**src/rtl/wb_uart_rx.sv**
```systemverilog
// Wishbone UART receiver: 8N1 serial input, byte FIFO, status flags and interrupt.
// Define WB_UART_RX_PARITY_EN to receive 8E1 frames with parity checking.
module wb_uart_rx #(
   parameter int CLK_FREQ_HZ = 24000000,
   parameter int BAUD        = 115200,
   parameter int FIFO_AW     = 4
) (
   input  logic        clock,
   input  logic        reset_n,
   input  logic [1:0]  wb_adr_i,
   input  logic [31:0] wb_dat_i,
   output logic [31:0] wb_dat_o,
   input  logic        wb_we_i,
   input  logic        wb_cyc_i,
   input  logic        wb_stb_i,
   output logic        wb_ack_o,
   input  logic        uart_rx,
   output logic        irq_o
);

   localparam int             DEPTH     = 1 << FIFO_AW;
   localparam logic [15:0]    DIV_RESET = 16'(CLK_FREQ_HZ / BAUD);
   localparam logic [15:0]    DIV_MIN   = 16'd16;
   localparam logic [FIFO_AW:0]   CNT_ONE = 1;
   localparam logic [FIFO_AW-1:0] PTR_ONE = 1;

   localparam logic [2:0] ST_IDLE   = 3'd0;
   localparam logic [2:0] ST_START  = 3'd1;
   localparam logic [2:0] ST_DATA   = 3'd2;
`ifdef WB_UART_RX_PARITY_EN
   localparam logic [2:0] ST_PARITY = 3'd3;
`endif
   localparam logic [2:0] ST_STOP   = 3'd4;

   // ---------------- input synchronizer and edge detect ----------------
   logic       rx_meta_reg, rx_sync_reg, rx_prev_reg;
   logic [1:0] settle_reg;
   logic       rx_fall;

   always_ff @(posedge clock or negedge reset_n) begin
      if (!reset_n) begin
         rx_meta_reg <= 1'b1;
         rx_sync_reg <= 1'b1;
         rx_prev_reg <= 1'b1;
         settle_reg  <= 2'd0;
      end else begin
         rx_meta_reg <= uart_rx;
         rx_sync_reg <= rx_meta_reg;
         rx_prev_reg <= rx_sync_reg;
         if (settle_reg != 2'd3) settle_reg <= settle_reg + 2'd1;
      end
   end

   // Ignore edges until the reset values of the flops have flushed, so a line
   // held low across reset release is not mistaken for a start bit.
   assign rx_fall = (settle_reg == 2'd3) && rx_prev_reg && !rx_sync_reg;

   // ---------------- receiver FSM ----------------
   logic [2:0]  state_reg;
   logic [15:0] cnt_reg, frame_div_reg, div_reg;
   logic [2:0]  bit_idx_reg;
   logic [7:0]  shift_reg;
   logic        push_valid_reg, ferr_set_reg;
   logic [7:0]  push_byte_reg;
`ifdef WB_UART_RX_PARITY_EN
   logic        parity_bad_reg, perr_set_reg;
`endif

   always_ff @(posedge clock or negedge reset_n) begin
      if (!reset_n) begin
         state_reg      <= ST_IDLE;
         cnt_reg        <= 16'd0;
         frame_div_reg  <= DIV_RESET;
         bit_idx_reg    <= 3'd0;
         shift_reg      <= 8'd0;
         push_valid_reg <= 1'b0;
         push_byte_reg  <= 8'd0;
         ferr_set_reg   <= 1'b0;
`ifdef WB_UART_RX_PARITY_EN
         parity_bad_reg <= 1'b0;
         perr_set_reg   <= 1'b0;
`endif
      end else begin
         push_valid_reg <= 1'b0;
         ferr_set_reg   <= 1'b0;
`ifdef WB_UART_RX_PARITY_EN
         perr_set_reg   <= 1'b0;
`endif
         case (state_reg)
            ST_IDLE: begin
               if (rx_fall) begin
                  state_reg     <= ST_START;
                  frame_div_reg <= div_reg;
                  cnt_reg       <= (div_reg >> 1) - 16'd1;
               end
            end
            ST_START: begin
               if (cnt_reg != 16'd0) begin
                  cnt_reg <= cnt_reg - 16'd1;
               end else if (!rx_sync_reg) begin
                  state_reg   <= ST_DATA;
                  cnt_reg     <= frame_div_reg - 16'd1;
                  bit_idx_reg <= 3'd0;
               end else begin
                  state_reg <= ST_IDLE;
               end
            end
            ST_DATA: begin
               if (cnt_reg != 16'd0) begin
                  cnt_reg <= cnt_reg - 16'd1;
               end else begin
                  shift_reg   <= {rx_sync_reg, shift_reg[7:1]};
                  cnt_reg     <= frame_div_reg - 16'd1;
                  bit_idx_reg <= bit_idx_reg + 3'd1;
                  if (bit_idx_reg == 3'd7) begin
`ifdef WB_UART_RX_PARITY_EN
                     state_reg <= ST_PARITY;
`else
                     state_reg <= ST_STOP;
`endif
                  end
               end
            end
`ifdef WB_UART_RX_PARITY_EN
            ST_PARITY: begin
               if (cnt_reg != 16'd0) begin
                  cnt_reg <= cnt_reg - 16'd1;
               end else begin
                  parity_bad_reg <= ^{shift_reg, rx_sync_reg};
                  perr_set_reg   <= ^{shift_reg, rx_sync_reg};
                  cnt_reg        <= frame_div_reg - 16'd1;
                  state_reg      <= ST_STOP;
               end
            end
`endif
            ST_STOP: begin
               if (cnt_reg != 16'd0) begin
                  cnt_reg <= cnt_reg - 16'd1;
               end else begin
                  state_reg <= ST_IDLE;
                  if (!rx_sync_reg) begin
                     ferr_set_reg <= 1'b1;
`ifdef WB_UART_RX_PARITY_EN
                  end else if (!parity_bad_reg) begin
`else
                  end else begin
`endif
                     push_valid_reg <= 1'b1;
                     push_byte_reg  <= shift_reg;
                  end
               end
            end
            default: state_reg <= ST_IDLE;
         endcase
      end
   end

   // ---------------- wishbone handshake ----------------
   logic        ack_reg, pop_pend_reg, irq_reg;
   logic [31:0] dat_o_reg, rd_data;
   logic        wb_req, wr_req, rd_req, pop;

   assign wb_req = wb_cyc_i && wb_stb_i && !ack_reg;
   assign wr_req = wb_req && wb_we_i;
   assign rd_req = wb_req && !wb_we_i;
   // The pop is decided at request time so a byte pushed meanwhile is never lost.
   assign pop    = ack_reg && pop_pend_reg;

   // ---------------- FIFO ----------------
   logic [7:0]         mem [0:DEPTH-1];
   logic [FIFO_AW-1:0] wr_ptr_reg, rd_ptr_reg;
   logic [FIFO_AW:0]   count_reg;
   logic               not_empty, full, push_ok, ovr_set;

   assign not_empty = (count_reg != '0);
   assign full      = count_reg[FIFO_AW];
   assign push_ok   = push_valid_reg && (!full || pop);
   assign ovr_set   = push_valid_reg && full && !pop;

   always_ff @(posedge clock) begin
      if (push_ok) mem[wr_ptr_reg] <= push_byte_reg;
   end

   always_ff @(posedge clock or negedge reset_n) begin
      if (!reset_n) begin
         wr_ptr_reg <= '0;
         rd_ptr_reg <= '0;
         count_reg  <= '0;
      end else begin
         if (push_ok) wr_ptr_reg <= wr_ptr_reg + PTR_ONE;
         if (pop)     rd_ptr_reg <= rd_ptr_reg + PTR_ONE;
         if (push_ok && !pop)      count_reg <= count_reg + CNT_ONE;
         else if (!push_ok && pop) count_reg <= count_reg - CNT_ONE;
      end
   end

   // ---------------- status flags and divisor ----------------
   logic ovr_flag, ferr_flag, perr_flag;
   logic status_wr;

   assign status_wr = wr_req && (wb_adr_i == 2'd1);

   always_ff @(posedge clock or negedge reset_n) begin
      if (!reset_n) begin
         ovr_flag  <= 1'b0;
         ferr_flag <= 1'b0;
         div_reg   <= DIV_RESET;
      end else begin
         ovr_flag  <= ovr_set      || (ovr_flag  && !(status_wr && wb_dat_i[2]));
         ferr_flag <= ferr_set_reg || (ferr_flag && !(status_wr && wb_dat_i[3]));
         if (wr_req && (wb_adr_i == 2'd2))
            div_reg <= (wb_dat_i[15:0] < DIV_MIN) ? DIV_MIN : wb_dat_i[15:0];
      end
   end

`ifdef WB_UART_RX_PARITY_EN
   always_ff @(posedge clock or negedge reset_n) begin
      if (!reset_n) perr_flag <= 1'b0;
      else          perr_flag <= perr_set_reg || (perr_flag && !(status_wr && wb_dat_i[4]));
   end
`else
   assign perr_flag = 1'b0;
`endif

   always_comb begin
      rd_data = 32'd0;
      case (wb_adr_i)
         2'd0: if (not_empty) rd_data = {23'd0, 1'b1, mem[rd_ptr_reg]};
         2'd1: rd_data = {16'd0, 8'(count_reg), 3'd0, perr_flag, ferr_flag,
                          ovr_flag, full, not_empty};
         2'd2: rd_data = {16'd0, div_reg};
         default: rd_data = 32'd0;
      endcase
   end

   always_ff @(posedge clock or negedge reset_n) begin
      if (!reset_n) begin
         ack_reg      <= 1'b0;
         dat_o_reg    <= 32'd0;
         pop_pend_reg <= 1'b0;
         irq_reg      <= 1'b0;
      end else begin
         ack_reg      <= wb_req;
         dat_o_reg    <= rd_req ? rd_data : 32'd0;
         pop_pend_reg <= rd_req && (wb_adr_i == 2'd0) && not_empty;
         irq_reg      <= not_empty || ovr_flag || ferr_flag || perr_flag;
      end
   end

   assign wb_ack_o = ack_reg;
   assign wb_dat_o = dat_o_reg;
   assign irq_o    = irq_reg;

   logic unused_bits;
   assign unused_bits = &{1'b0, wb_dat_i[31:16]};

endmodule

```
**config.mk**
```make
export PLATFORM = sky130hd
export DESIGN_NAME = wb_uart_rx
export DESIGN_NICKNAME = d
export VERILOG_FILES = /design/src/rtl/wb_uart_rx.sv
export SDC_FILE = /design/constraint.sdc
export NUM_CORES = 1
export LEC_CHECK = 0
export ABC_AREA = 1
export CELL_PAD_IN_SITES_DETAIL_PLACEMENT = 0
export CELL_PAD_IN_SITES_GLOBAL_PLACEMENT = 2
export CORE_ASPECT_RATIO = 0.7
export CORE_MARGIN = 4
export CORE_UTILIZATION = 31
export CTS_BUF_LIST = sky130_fd_sc_hd__clkbuf_4 sky130_fd_sc_hd__clkbuf_8 sky130_fd_sc_hd__clkbuf_16
export CTS_CLUSTER_DIAMETER = 50
export DETAILED_ROUTE_END_ITERATION = 6
export GPL_ROUTABILITY_DRIVEN = 0
export PLACE_DENSITY_LB_ADDON = 0.1
export SLEW_MARGIN = 20
export SYNTH_ARGS = -nofsm -noshare
export SYNTH_HDL_FRONTEND = slang
export SYNTH_SLANG_ARGS = --single-unit
```
**constraint.sdc**
```tcl
create_clock -name clock -period 4.35 [get_ports clock]
set_input_delay 1.0875 -clock clock [delete_from_list [all_inputs] [get_ports clock]]
set_output_delay 1.0875 -clock clock [all_outputs]
set_load 0.005 [all_outputs]
```
Word level (Yosys, flattened, before mapping)
Memory sizes are Yosys's and may differ from the RTL's.
Cells that the tools add are included.
Operators by class
  order comparisons: 1
  reductions and logical operators: 46
  muxes and demuxes: 31
  equal/unequal tests: 16
  bitwise gates (word level): 1
  $add $sub $neg: 9
Operator list (count)
  16-bit 2-to-1 mux: 6
  32-bit one-hot mux with 3 select lines: 1
  16-bit one-hot mux with 4 select lines: 1
  32-bit 2-to-1 mux: 1
  16-bit by 1-bit subtractor with 16-bit output, second input constant: 2
  3-bit 2-to-1 mux: 8
  1-bit logical AND: 20
  16-bit by 5-bit less-than comparator with 1-bit output, second input constant: 1
  2-bit inequality test, second input constant: 8
  16-bit nonzero test: 1
  15-bit by 1-bit subtractor with 16-bit output, second input constant: 1
  3-bit one-hot mux with 4 select lines: 1
  5-bit 2-to-1 mux: 2
  9-bit 2-to-1 mux: 1
  4-bit by 1-bit adder with 4-bit output, second input constant: 2
  1-bit zero test: 8
  1-bit 2-to-1 mux: 8
  4-bit AND reduction: 2
  3-bit == test, second input constant: 2
  3-bit one-hot mux with 2 select lines: 1
  5-bit by 1-bit adder with 5-bit output, second input constant: 1
  1-bit logical OR: 5
  5-bit AND reduction: 1
  5-bit nonzero test: 1
  other kinds (16): 19
Word-level totals
  register bits: 127
  RAM bits: 128
  memories: 1
  output and inout port bits: 34
  word-level logic and storage cells: 127
Memory list
  mem: words 16, width 8, read ports 1, clocked after memory_dff 0, write ports 1, line 170  | logic [7:0] mem [0:DEPTH-1];

Logic depth before layout (Yosys ltp)
  word-level depth: 8
  mapped depth: 14
  gate-level depth less buffers: 14

Worst setup path before layout
OpenSTA, ideal clock, no wires.
  path kind: flip-flop to flip-flop
  start point: register ack_reg (netlist: wb_ack_o)
  end point: register count_reg[4]
  stages on the path, launching flop included: 15
  arrival: 2101 ps
  required time: 4225 ps
  period minus slack after synthesis: 2226 ps
  slack: 2124 ps
  buffers on the path: 0
  path through: dfrtp_1 -> nand2_1 -> nand2_1 -> nand2_1 -> clkinv_1 -> ha_1 -> inv_1 -> ha_1 -> a21oi_1 -> nor2_1 -> nor2_1 -> nand2_1 -> nand2_1 -> nor2_1 -> xor2_1
Between the ends
  longest elaborated chain between the ends: 6
Ends and longest elaborated chain
  from (decl): line 159  | logic ack_reg, pop_pend_reg, irq_reg;
  from (signal assigned): line 243  | ack_reg <= wb_req;
  1-bit logical AND *: line 167  | assign pop = ack_reg && pop_pend_reg;
  1-bit logical OR: line 177  | assign push_ok = push_valid_reg && (!full || pop);
  1-bit logical AND: line 177
  1-bit zero test: line 193  | else if (!push_ok && pop) count_reg <= count_reg - CNT_ONE;
  1-bit logical AND: line 193
  2-bit nonzero test (no line)
  to (signal assigned): line 192  | if (push_ok && !pop) count_reg <= count_reg + CNT_ONE;
  to (signal assigned): line 193
  to (decl): line 172  | logic [FIFO_AW:0] count_reg;
Mark *: on every way between the ends. The rest lies on a longest branch, timed or not.
A chain may end at the register's enable or synchronous reset.

Worst setup path in the final report
Same ends and word-level chain as after synthesis.

==> impl_metrics.csv <==
group,metric,value,unit
global_route,grt_usage,0.165,
power_and_ir_drop,seq_power_share,0.413,
worst_setup_path,critical_path.max_stage_delay,0.44,ns
worst_setup_path,crit_end,"count_reg[4]$_DFFE_PN0P_",
floorplanning,die_w,238,um
timing,period_needed,2.68,ns
final_layout,n_fill_cell,3670,
power_and_ir_drop,p_per_area,526,nW/um^2
yosys,synth-edff-count,128,
worst_setup_path,r2r_end,"count_reg[4]$_DFFE_PN0P_",
drt,avgViaCountPerCell,4.63,
global_route,grt_max_degree,61,
drt,wl_per_cell,18.6,um
drt,via_count,8232,
timing,rsz0062_at_grt,"false",
clock_network,cts_buffer_depth,3,
timing,fin_tns_setup,0,ns
drt,drt_iter0_drc,631,
clock_network,h-tree-depth,1,
final_layout,layout.cells.non_filler,1777,
yosys,yosys_warnings,0,
clock_network,cts_resized,0,
drt,route.detailed.drc,0,
clock_network,clock-sinks,239,
worst_setup_path,cp-end-kind,"flop",
power_and_ir_drop,power.clock.fraction,0.350,
worst_setup_path,r2r_start,"wb_ack_o$_DFF_PN0_",
clock_network,clkLatencyLatePin,0.56,ns
yosys,netlist.area_leader.share,0.335,
placement,io_buffers,41,
power_and_ir_drop,swShare,0.344,
yosys,syn-instance-count,1234,
power_and_ir_drop,p_leak,0.00525,uW
yosys,syn_avg_cell_area,9.29,sq um
final_layout,post-route-util,0.365,
global_route,grt_overflow,0,
timing,setup_violations,0,
timing,max_freq,373,MHz
power_and_ir_drop,p_int,4560,uW
worst_setup_path,crit_chain,"nand2_1, nand2_1, nand2_1, clkinv_1, ha_1, inv_1, ha_1, a21oi_1, nor2_1, nor2_1, nand2_1, nand2_1, nor2_1, xor2_1",
worst_setup_path,critPathBufInv,2,
yosys,synth_flop_cell,"edfxtp_1",
final_layout,largest_register_ffs,128,
worst_setup_path,arrival,3.11,ns
clock_network,hold_buffers,0,
floorplanning,pin_count,74,
final_layout,multi_input_area,4100,sq um
placement,place_inst,1723,
yosys,yosysSeqAreaShare,0.578,
floorplanning,initial_utilization,0.317,
worst_setup_path,worstPathRequired,4.78,ns
worst_setup_path,cp_common_cell,"nand2_1",
yosys,yosysMostFrequentCell,"nand2_1",
power_and_ir_drop,comb_power_share,0.236,
drt,dr.pass1.iters,5,
power_and_ir_drop,max-vdd-ir-drop,272,uV
timing,slew_violations,0,
hold_path,hp-class,"reg -> reg",
clock_network,cts_made_buffers,29,
final_layout,areaGrowthSynthToFinish,15.3,%
worst_setup_path,cp-start-kind,"flop",
floorplanning,dieArea,40200,sq um
worst_setup_path,cp_slowest_cell,"dfrtp_1",
yosys,synth_area_leaders,"edfxtp_1, dfrtp_1, nand2_1",
clock_network,post-cts-setup-buffer-count,0,
worst_setup_path,reg2regPathDepth,14,
yosys,ys_top_cells_by_count,"nand2_1, nor2_1, edfxtp_1, inv_1, dfrtp_1",
yosys,yosysTopAreaCell,"edfxtp_1",
global_route,antenna_found_initial,0,
placement,hpwl,23300,um
yosys,ys_async_sr_fraction,0.464,
yosys,synth_area,11500,sq um
worst_setup_path,cp.depth,14,
worst_setup_path,cp_top_family,"simple AND/OR/NAND/NOR gates",
final_layout,drive_gt1_frac,0.0826,
worst_setup_path,crit_path_max_fanout,8,
timing,tightest_slew,0.898,ns
floorplanning,rows,58,
timing,finalHoldViolations,0,
global_route,grt_pass1_wl,50800,um
floorplanning,core,36200,sq um
final_layout,layout.nets,1331,
worst_setup_path,crit_start,"wb_ack_o$_DFF_PN0_",
power_and_ir_drop,p_sw,2390,uW
status,status,"complete, no violations",
final_layout,regArea,6630,sq um
final_layout,top_register,"mem",
drt,wirelength,33000,um
drt,drtAntennaViolNets,0,
global_route,grt_pass1_vias,7989,
clock_network,clock-root-buffer,"clkbuf_16",
timing,maxSlewHeadroom,0.395,
worst_setup_path,r2r_setup_slack,1.67,ns
timing,fin_crit_sh,0.616,
floorplanning,die_h,169,um
timing,clock_skew,0.0149,ns
clock_network,clkTransAtPathRegs,0.06,ns
yosys,ys_types,52,
worst_setup_path,path_class,"reg -> reg",
run,cap_violations,0,
yosys,synth-seq-cells,239,
clock_network,cts_tree,"built",
[stage by stage]
step           setup slack [ns]  hold WS [ns]  instance area, sq um  power (uW)
2_1_floorplan              2.12         0.345                 11500        4030
3_3_place_gp               1.50         0.347                 12300        4580
3_5_place_dp               1.48         0.347                 12300        4550
4_1_cts                    1.65         0.356                 13200        7030
5_1_grt                    1.30         0.359                 13200        7380
6_report                   1.67         0.356                 13200        6950
[layer usage]
layer,vias up,share of wire,track usage
li1,4160,-,-
met1,3921,0.58,0.282
met2,117,0.37,0.213
met3,34,0.034,0.0262
met4,0,0.015,0.0271
met5,-,0,0
[power groups by stage]
stage	Combinational (uW)	Sequential, uW	Clock, uW
4_1_cts	1650	2870	2500
2_1_floorplan	1220	2810	0
3_3_place_gp	1660	2920	0
5_1_grt	1890	2910	2590
6_report	1640	2870	2430
3_5_place_dp	1640	2910	0
[final cells by class]
type                    count  area share
diodes                      1    0.000189
clock buffers              33      0.0571
clock inverters            20      0.0151
inverters                 117      0.0340
multi-input cells         839       0.310
flip-flops and latches    239       0.502
well taps                 480      0.0454
repair buffers             48      0.0367
[worst min path at each step]
| stage | start | endpoint | cells past startpoint |
|---|---|---|---|
| floorplan | rx_meta_reg$_DFF_PN1_ | rx_sync_reg$_DFF_PN1_ | 0 |
| global placement | rx_meta_reg$_DFF_PN1_ | rx_sync_reg$_DFF_PN1_ | 0 |
| detailed placement | rx_meta_reg$_DFF_PN1_ | rx_sync_reg$_DFF_PN1_ | 0 |
| CTS | rx_meta_reg$_DFF_PN1_ | rx_sync_reg$_DFF_PN1_ | 0 |
| global route | rx_meta_reg$_DFF_PN1_ | rx_sync_reg$_DFF_PN1_ | 0 |
| finish | rx_meta_reg$_DFF_PN1_ | rx_sync_reg$_DFF_PN1_ | 0 |
[cell usage in the layout, fill, tap and decap left out, types with 4 or more instances in the layout]
master	n
nor2_2	7
nand3_1	90
buf_4	6
o21ai_0	96
clkinv_1	9
edfxtp_1	128
ha_1	16
xnor2_1	7
clkbuf_16	29
inv_2	5
conb_1	16
o22ai_1	7
clkinv_2	6
nor2_4	4
clkdlybuf4s50_1	40
a21oi_1	43
clkbuf_4	4
nand4_1	6
nand2_1	240
dfrtp_1	101
nor2_1	178
o21ai_1	14
dfstp_2	9
inv_1	104
nor3_1	53
xor2_1	20
o211ai_1	4
nand2_2	5
[cells by family after synthesis]
logic type | synth area share
muxes | 0.000982
other | 0.000327
xor gates and xnor gates | 0.0206
AOI/OAI and AO/OA | 0.0812
buffers and inverters | 0.0691
and+or+nand+nor | 0.230
DFF | 0.578
adders and majority gates | 0.0192
Power figures use the tool's default switching activity.
